--- config.mk ---
export PLATFORM = sky130hd
export DESIGN_NAME = hazard_ctrl
export DESIGN_NICKNAME = d
export VERILOG_FILES = /design/src/rtl/hazard_ctrl.sv
export SDC_FILE = /design/constraint.sdc
export NUM_CORES = 1
export LEC_CHECK = 0
export ABC_CLOCK_PERIOD_IN_PS = 3100
export CORE_ASPECT_RATIO = 0.8
export CORE_UTILIZATION = 38
export CTS_CLUSTER_SIZE = 25
export DETAILED_ROUTE_END_ITERATION = 6
export PLACE_DENSITY_LB_ADDON = 0.3
export SYNTH_ARGS = -nofsm -noshare
export SYNTH_HDL_FRONTEND = slang
export SYNTH_SLANG_ARGS = --single-unit
--- constraint.sdc ---
create_clock -name clk -period 3.1 [get_ports clk]
set_clock_uncertainty 0.2 [all_clocks]
set_input_delay 0.62 -clock clk [delete_from_list [all_inputs] [get_ports clk]]
set_output_delay 0.62 -clock clk [all_outputs]
set_load 0.1 [all_outputs]
--- src/rtl/hazard_ctrl.sv ---
// Hazard detection, EX operand forwarding and memory-wait freeze for a 5-stage pipeline; HAZARD_FORWARD_EN enables forwarding.
// Latency: all control outputs are combinational (0 cycles); only state, flush_pend and stall_cnt are registered.
// Backpressure: mem_busy freezes the back end and holds PC and IF/ID; a redirect seen while frozen is replayed as an IF/ID flush on release.
module hazard_ctrl (
    input  logic        clk,
    input  logic        reset,
    input  logic [4:0]  id_rs,
    input  logic [4:0]  id_rt,
    input  logic        id_uses_rt,
    input  logic        redirect,
    input  logic [4:0]  ex_rs,
    input  logic [4:0]  ex_rt,
    input  logic [4:0]  ex_rd,
    input  logic        ex_regwrite,
    input  logic        ex_memread,
    input  logic [4:0]  mem_rd,
    input  logic        mem_regwrite,
    input  logic [4:0]  wb_rd,
    input  logic        wb_regwrite,
    input  logic        mem_busy,
    output logic        pc_we,
    output logic        ifid_we,
    output logic        ifid_flush,
    output logic        idex_bubble,
    output logic        pipe_freeze,
    output logic [1:0]  fwd_a,
    output logic [1:0]  fwd_b,
    output logic [15:0] stall_cnt
);

    typedef enum logic {RUN = 1'b0, MEMWAIT = 1'b1} state_t;

    state_t      state_q, state_d;
    logic        flush_pend_q, flush_pend_d;
    logic [15:0] stall_cnt_q, stall_cnt_d;

    logic        stall;
    logic        id_hit_ex;
    logic [1:0]  fwd_a_raw, fwd_b_raw;

    // r0 is hardwired, so it never produces a match.
    function automatic logic hit(input logic [4:0] src, input logic [4:0] dst, input logic we);
        return we && (dst != 5'd0) && (src == dst);
    endfunction

`ifdef HAZARD_FORWARD_EN
    always_comb begin
        id_hit_ex = hit(id_rs, ex_rd, ex_regwrite) || (id_uses_rt && hit(id_rt, ex_rd, ex_regwrite));
        stall     = ex_memread && id_hit_ex;
        fwd_a_raw = hit(ex_rs, mem_rd, mem_regwrite) ? 2'b10 :
                    hit(ex_rs, wb_rd, wb_regwrite)   ? 2'b01 : 2'b00;
        fwd_b_raw = hit(ex_rt, mem_rd, mem_regwrite) ? 2'b10 :
                    hit(ex_rt, wb_rd, wb_regwrite)   ? 2'b01 : 2'b00;
    end
`else
    logic id_hit_mem;
    logic unused_fwd_inputs;

    // Write-before-read register file: MEM/WB producers never need a stall.
    always_comb begin
        id_hit_ex  = hit(id_rs, ex_rd, ex_regwrite) || (id_uses_rt && hit(id_rt, ex_rd, ex_regwrite));
        id_hit_mem = hit(id_rs, mem_rd, mem_regwrite) || (id_uses_rt && hit(id_rt, mem_rd, mem_regwrite));
        stall      = id_hit_ex || id_hit_mem;
        fwd_a_raw  = 2'b00;
        fwd_b_raw  = 2'b00;
    end

    assign unused_fwd_inputs = ^{ex_rs, ex_rt, wb_rd, wb_regwrite, ex_memread};
`endif

    always_comb begin
        pc_we       = 1'b1;
        ifid_we     = 1'b1;
        ifid_flush  = 1'b0;
        idex_bubble = 1'b0;
        pipe_freeze = 1'b0;
        fwd_a       = fwd_a_raw;
        fwd_b       = fwd_b_raw;
        if (reset) begin
            pc_we       = 1'b0;
            ifid_we     = 1'b0;
            pipe_freeze = 1'b1;
            fwd_a       = 2'b00;
            fwd_b       = 2'b00;
        end else if (mem_busy) begin
            pc_we       = 1'b0;
            ifid_we     = 1'b0;
            pipe_freeze = 1'b1;
        end else begin
            if (stall) begin
                pc_we       = 1'b0;
                ifid_we     = 1'b0;
                idex_bubble = 1'b1;
            end else if (redirect) begin
                ifid_flush = 1'b1;
            end
            if (state_q == MEMWAIT && flush_pend_q) begin
                ifid_flush = 1'b1;
            end
        end
    end

    // A redirect taken while frozen is remembered until the release cycle.
    always_comb begin
        state_d      = mem_busy ? MEMWAIT : RUN;
        flush_pend_d = mem_busy && (flush_pend_q || (redirect && !stall));
        stall_cnt_d  = stall_cnt_q;
        if (!pc_we && stall_cnt_q != 16'hFFFF) begin
            stall_cnt_d = stall_cnt_q + 16'd1;
        end
    end

    always_ff @(posedge clk or posedge reset) begin
        if (reset) begin
            state_q      <= RUN;
            flush_pend_q <= 1'b0;
            stall_cnt_q  <= 16'd0;
        end else begin
            state_q      <= state_d;
            flush_pend_q <= flush_pend_d;
            stall_cnt_q  <= stall_cnt_d;
        end
    end

    assign stall_cnt = stall_cnt_q;

endmodule

* Word level (Yosys, flattened, before mapping)
Cells that the tools add are included.
** Word-level totals
- Flip-flop bits (word level) :: 18
- Bits in latches :: 0
- Bits in writable memories :: 0
- ROM bits :: 0
- Output and inout bits :: 25
- Word-level logic and storage cells :: 42
- Memories :: 0
** Operators by class
- $add $sub $neg :: 1
- $mul :: 0
- Div/mod/pow operators :: 0
- $lt $le $gt $ge :: 0
- Eq/ne operators :: 5
- Shift operators :: 0
- Mux-type cells :: 13
- Bitwise logic cells :: 0
- Reductions and logical operators :: 20
** Operators with widths (number)
- == test 5 bit :: 4
- adder 16 x 1 -> 16 bit (second input constant) :: 1
- inequality test 16 bit (second input constant) :: 1
- two-way mux 1 bit :: 13
- logical AND 1 bit :: 12
- nonzero test 5 bit :: 2
- logical OR 1 bit :: 4
- logical NOT 1 bit :: 2

* Longest topological paths before layout
- Word-level depth :: 11
- Depth in mapped cells :: 7

* Worst setup path after synthesis
Ideal clock, no wire load.
- Path type :: in2out
- Start point :: input mem_rd[1]
- End point :: output ifid_flush
- Data arrival time :: 2955 ps
- Required time :: 2280 ps
- Setup slack :: -675 ps
- Stages on the path :: 5
- Buffers on the path :: 0
- Cell sequence :: or4_1 -> o21a_1 -> a22oi_1 -> a22oi_1 -> nor2_1
** Between the ends
- Longest elaborated chain between the ends :: 10
** Ends and longest elaborated chain
- start, declared :: RTL line 16 : input logic [4:0] mem_rd,
- nonzero test 5 bit :: RTL line 43 : return we && (dst != 5'd0) && (src == dst);
- logical AND 1 bit (2 in series) :: RTL line 43
- logical AND 1 bit :: RTL line 62 : id_hit_mem = hit(id_rs, mem_rd, mem_regwrite) || (id_uses_rt && hit(id_rt, mem_rd, mem_regwrite));
- logical OR 1 bit (*) :: RTL line 62
- logical OR 1 bit (*) :: RTL line 63 : stall = id_hit_ex || id_hit_mem;
- two-way mux 1 bit (*) :: RTL line 90 : if (stall) begin
- two-way mux 1 bit (*) :: RTL line 97 : if (state_q == MEMWAIT && flush_pend_q) begin
- two-way mux 1 bit (*) :: RTL line 85 : end else if (mem_busy) begin
- two-way mux 1 bit (*) :: RTL line 79 : if (reset) begin
- end, declared :: RTL line 23 : output logic ifid_flush,
Every way passes the cells marked *; elsewhere a longest branch is shown, timed or not.

* Final worst setup path
- Start point :: input mem_rd[3]
- End point :: output pc_we
** Between the ends
- Longest elaborated chain between the ends :: 9
** Ends and longest elaborated chain
- nonzero test 5 bit :: RTL line 43
- logical AND 1 bit (2 in series) :: RTL line 43
- logical AND 1 bit :: RTL line 62
- logical OR 1 bit (*) :: RTL line 62
- logical OR 1 bit (*) :: RTL line 63
- two-way mux 1 bit (*) :: RTL line 90
- two-way mux 1 bit (*) :: RTL line 85
- two-way mux 1 bit (*) :: RTL line 79
- end, declared :: RTL line 21 : output logic pc_we,
Marked as above.

==> run metrics <==
status complete, no violations; FILL cells between 200 and 250; Fin. Hold Viols 0; r2r startpoint stall_cnt[3]; Worst path max stage delay roughly 0.48 ns; wire per inst 13.34 µm; Power Dens Cells 837.8 nW/µm²; Slew Viols, Final 0; Reg-to-Reg End stall_cnt[1]; ys async rst share 100.0%; gr ovfl total 0; WL final ~3 mm; CP Data Arrival Time ~2.2 ns; nets@finish 230; proportion of layout cells with a drive suffix above 1 ~29%; crit path kind in -> out; flop-to-flop setup slack ~0.73 ns; first-pass GRT wire length roughly 4.7 mm; xor/xnor share of the synthesized area approximately 26%; crit path from mem_rd[3]; Syn Std Cell Area about 1200 µm²; synthesized area per cell slightly below 10 µm²; worst-path fanout max 5; # hold bufs at CTS 0; register area share after synthesis 37.97%; Inst Count DP around 220; Die Width roughly 64 µm; die height ~52 µm; Critical Path End pc_we; cell row count 17; area grow syn2layout 61.08%; Setup crit end kind output pin; final worst slack around 0.056 ns; synth cell count leaders xnor2_1, dfrtp_1, xor2_1; clock buffers created by TritonCTS 3; CTS Sinks 18; post-synthesis mux area share 0.9494%; fin util 67.03%; DR iter-0 viols ~50; Synth cell types 29; Post-DP HPWL about 2.4 mm; Max Cap Viol 0; post-layout minimum cycle time just over 3 ns; largest net degree at the start of global routing 19; Compound-Gate Fraction of Synth Area around 6.2%; Skew-Pair Late Insertion Delay 0.25 ns; Reg clk slew, reported paths 0.07 ns; Max clock buf depth 2; Register-to-Register Path Depth 7; yosys warns 0; Worst-Margin Slew 0.6719 ns; number of port buffers 47; CTS tree built; RSZ-0062 raised after global routing false; pre-CTS WS -0.2293 ns; top-count cell post-synth xnor2_1; GR Layer Usage met2 between 30% and 40%; post-synth top area share a little under two fifths; Max VDD drop about 0.9 mV; DRT Pass-1 Iters 4; CP Data Required Time about 2.3 ns; FF/Latch Area between 400 and 500 µm²; most used cell, CP buf_12; die area approximately 3400 µm²; H-tree Lvls 1; footprint of the multi-input gates 728.2 µm²; Post-synth EDFFs 0; CP Cell Sequence dlygate4sd2_1 -> or4_4 -> o21a_4 -> a221oi_4 -> buf_12 -> buf_12; maximum clock frequency between 300 and 400 MHz; leakage ~0.81 nW; CP max stage cell or4_4; Final ANT Viol Nets 0; period utilization 98.20%; max_slew headroom a little under three fifths; Final setup viols 0; GRT Util Overall approximately 19%; Via density approximately 5.1; Ant. Diodes 0; Layout Cells excl Fill between 200 and 250; Top Usage Layer GRT met2; CTS root buffer clkbuf_8; #FFs+latches synth 18; vias in the first global route about 1000; Post-synth top flop dfrtp_1; Worst setup SP type input pin; largest family of logic cells by synthesized area XOR/XNOR gates; Initial Util 41.62%; Area contributors post-synth dfrtp_1, xnor2_1, xor2_1; Vias ~1100; CORE AREA around 2900 µm²; GR Util met3 roughly 5.3%; I/O pin cnt just under 70; initial antenna violation count 0; top cell type by total area after synthesis dfrtp_1; Synth Area in Adders 1.055%; Worst Hold Class reg -> reg; met1 Usage GRT a little under a quarter; simple-gate area share of the yosys netlist 21.84%; drt drc 0; Syn Inst Count 121; RePlAce Congestion about 0.8
[final cells by class]
cell class	count	share of cell area, %
Inverter	4	0.7859
Timing Repair Buffer	63	32.15
Sequential cell	18	23.58
Clock buffer	4	2.881
Tap cell	38	2.489
Multi-Input combinational cell	95	38.11
[placed cells by master, fill, tap and decap left out, types with 3 or more instances in the layout]
cell | synthesis | routed
buf_4 | 5 | 31
xnor2_1 | 23 | 23
dfrtp_1 | 18 | 18
clkdlybuf4s50_1 | 0 | 15
xor2_1 | 12 | 12
nand2_1 | 9 | 9
nor4_1 | 8 | 8
nand3_1 | 6 | 6
buf_12 | 0 | 6
nand4_1 | 5 | 5
dlygate4sd2_1 | 0 | 5
inv_1 | 4 | 4
nor4b_1 | 4 | 4
conb_1 | 1 | 4
clkbuf_8 | 0 | 4
nor2_2 | 1 | 3
dlymetal6s2s_1 | 0 | 3
clkdlybuf4s15_1 | 0 | 3
[power breakdown]
group          switching, mW  total (mW)  internal, mW
Clock                 0.0794       0.192         0.113
Sequential            0.0929       0.405         0.313
Combinational          0.757        1.00         0.246
[cell families after synthesis]
kind of cell               Yosys count
adders and majority gates            1
xor gates and xnor gates            35
buffers and inverters               11
AOI/OAI and AO/OA                    8
DFF                                 18
other                                1
muxes                                1
and+or+nand+nor                     46
[layer usage]
layer,wire (µm),part of all wire (%)
met5,0,0
met4,8,0.27
met3,196,6.6
met2,1475,50
met1,1280,43
[registers in the layout, summed over array words and instances (netlist names)]
signal        count
stall_cnt        16
flush_pend_q      1
state_q           1
[stage by stage]
stage               total power, mW  hold slack [ns]  setup TNS [ns]  area (µm²)
CTS                           1.600           0.2950               0        1878
detailed placement            1.407           0.2795          -1.060        1802
global route                  1.661           0.3059               0        1911
finish                        1.601           0.2885               0        1911
floorplan                     1.164           0.2848         -0.2692        1215
global placement              1.394           0.2781         -0.8655        1802
[worst min path at each step]
stage,depth (start not counted),start,endpoint,slack (ns)
floorplan,2,flush_pend_q,flush_pend_q,0.28
CTS,1,stall_cnt[13],stall_cnt[13],0.29
detailed placement,1,stall_cnt[13],stall_cnt[13],0.28
global route,1,stall_cnt[15],stall_cnt[15],0.31
finish,1,stall_cnt[13],stall_cnt[13],0.29
global placement,1,stall_cnt[13],stall_cnt[13],0.28
[worst max-delay path, delay by kind of cell]
| family | cells | cell delay (ns) |
|---|---|---|
| buffers and inverters | 3 | 0.58 |
| AOI/OAI and AO/OA | 2 | 0.54 |
| and+or+nand+nor | 1 | 0.48 |
[repair_timing]
item / 4_1_cts / 5_1_grt
buffers inserted: 1 / 0
setup endpoints to repair: 4 / 4
pin swaps: 5 / 9
gates resized for setup: 13 / 9
gates cloned: 0 / 0
Power figures use the tool's default switching activity.
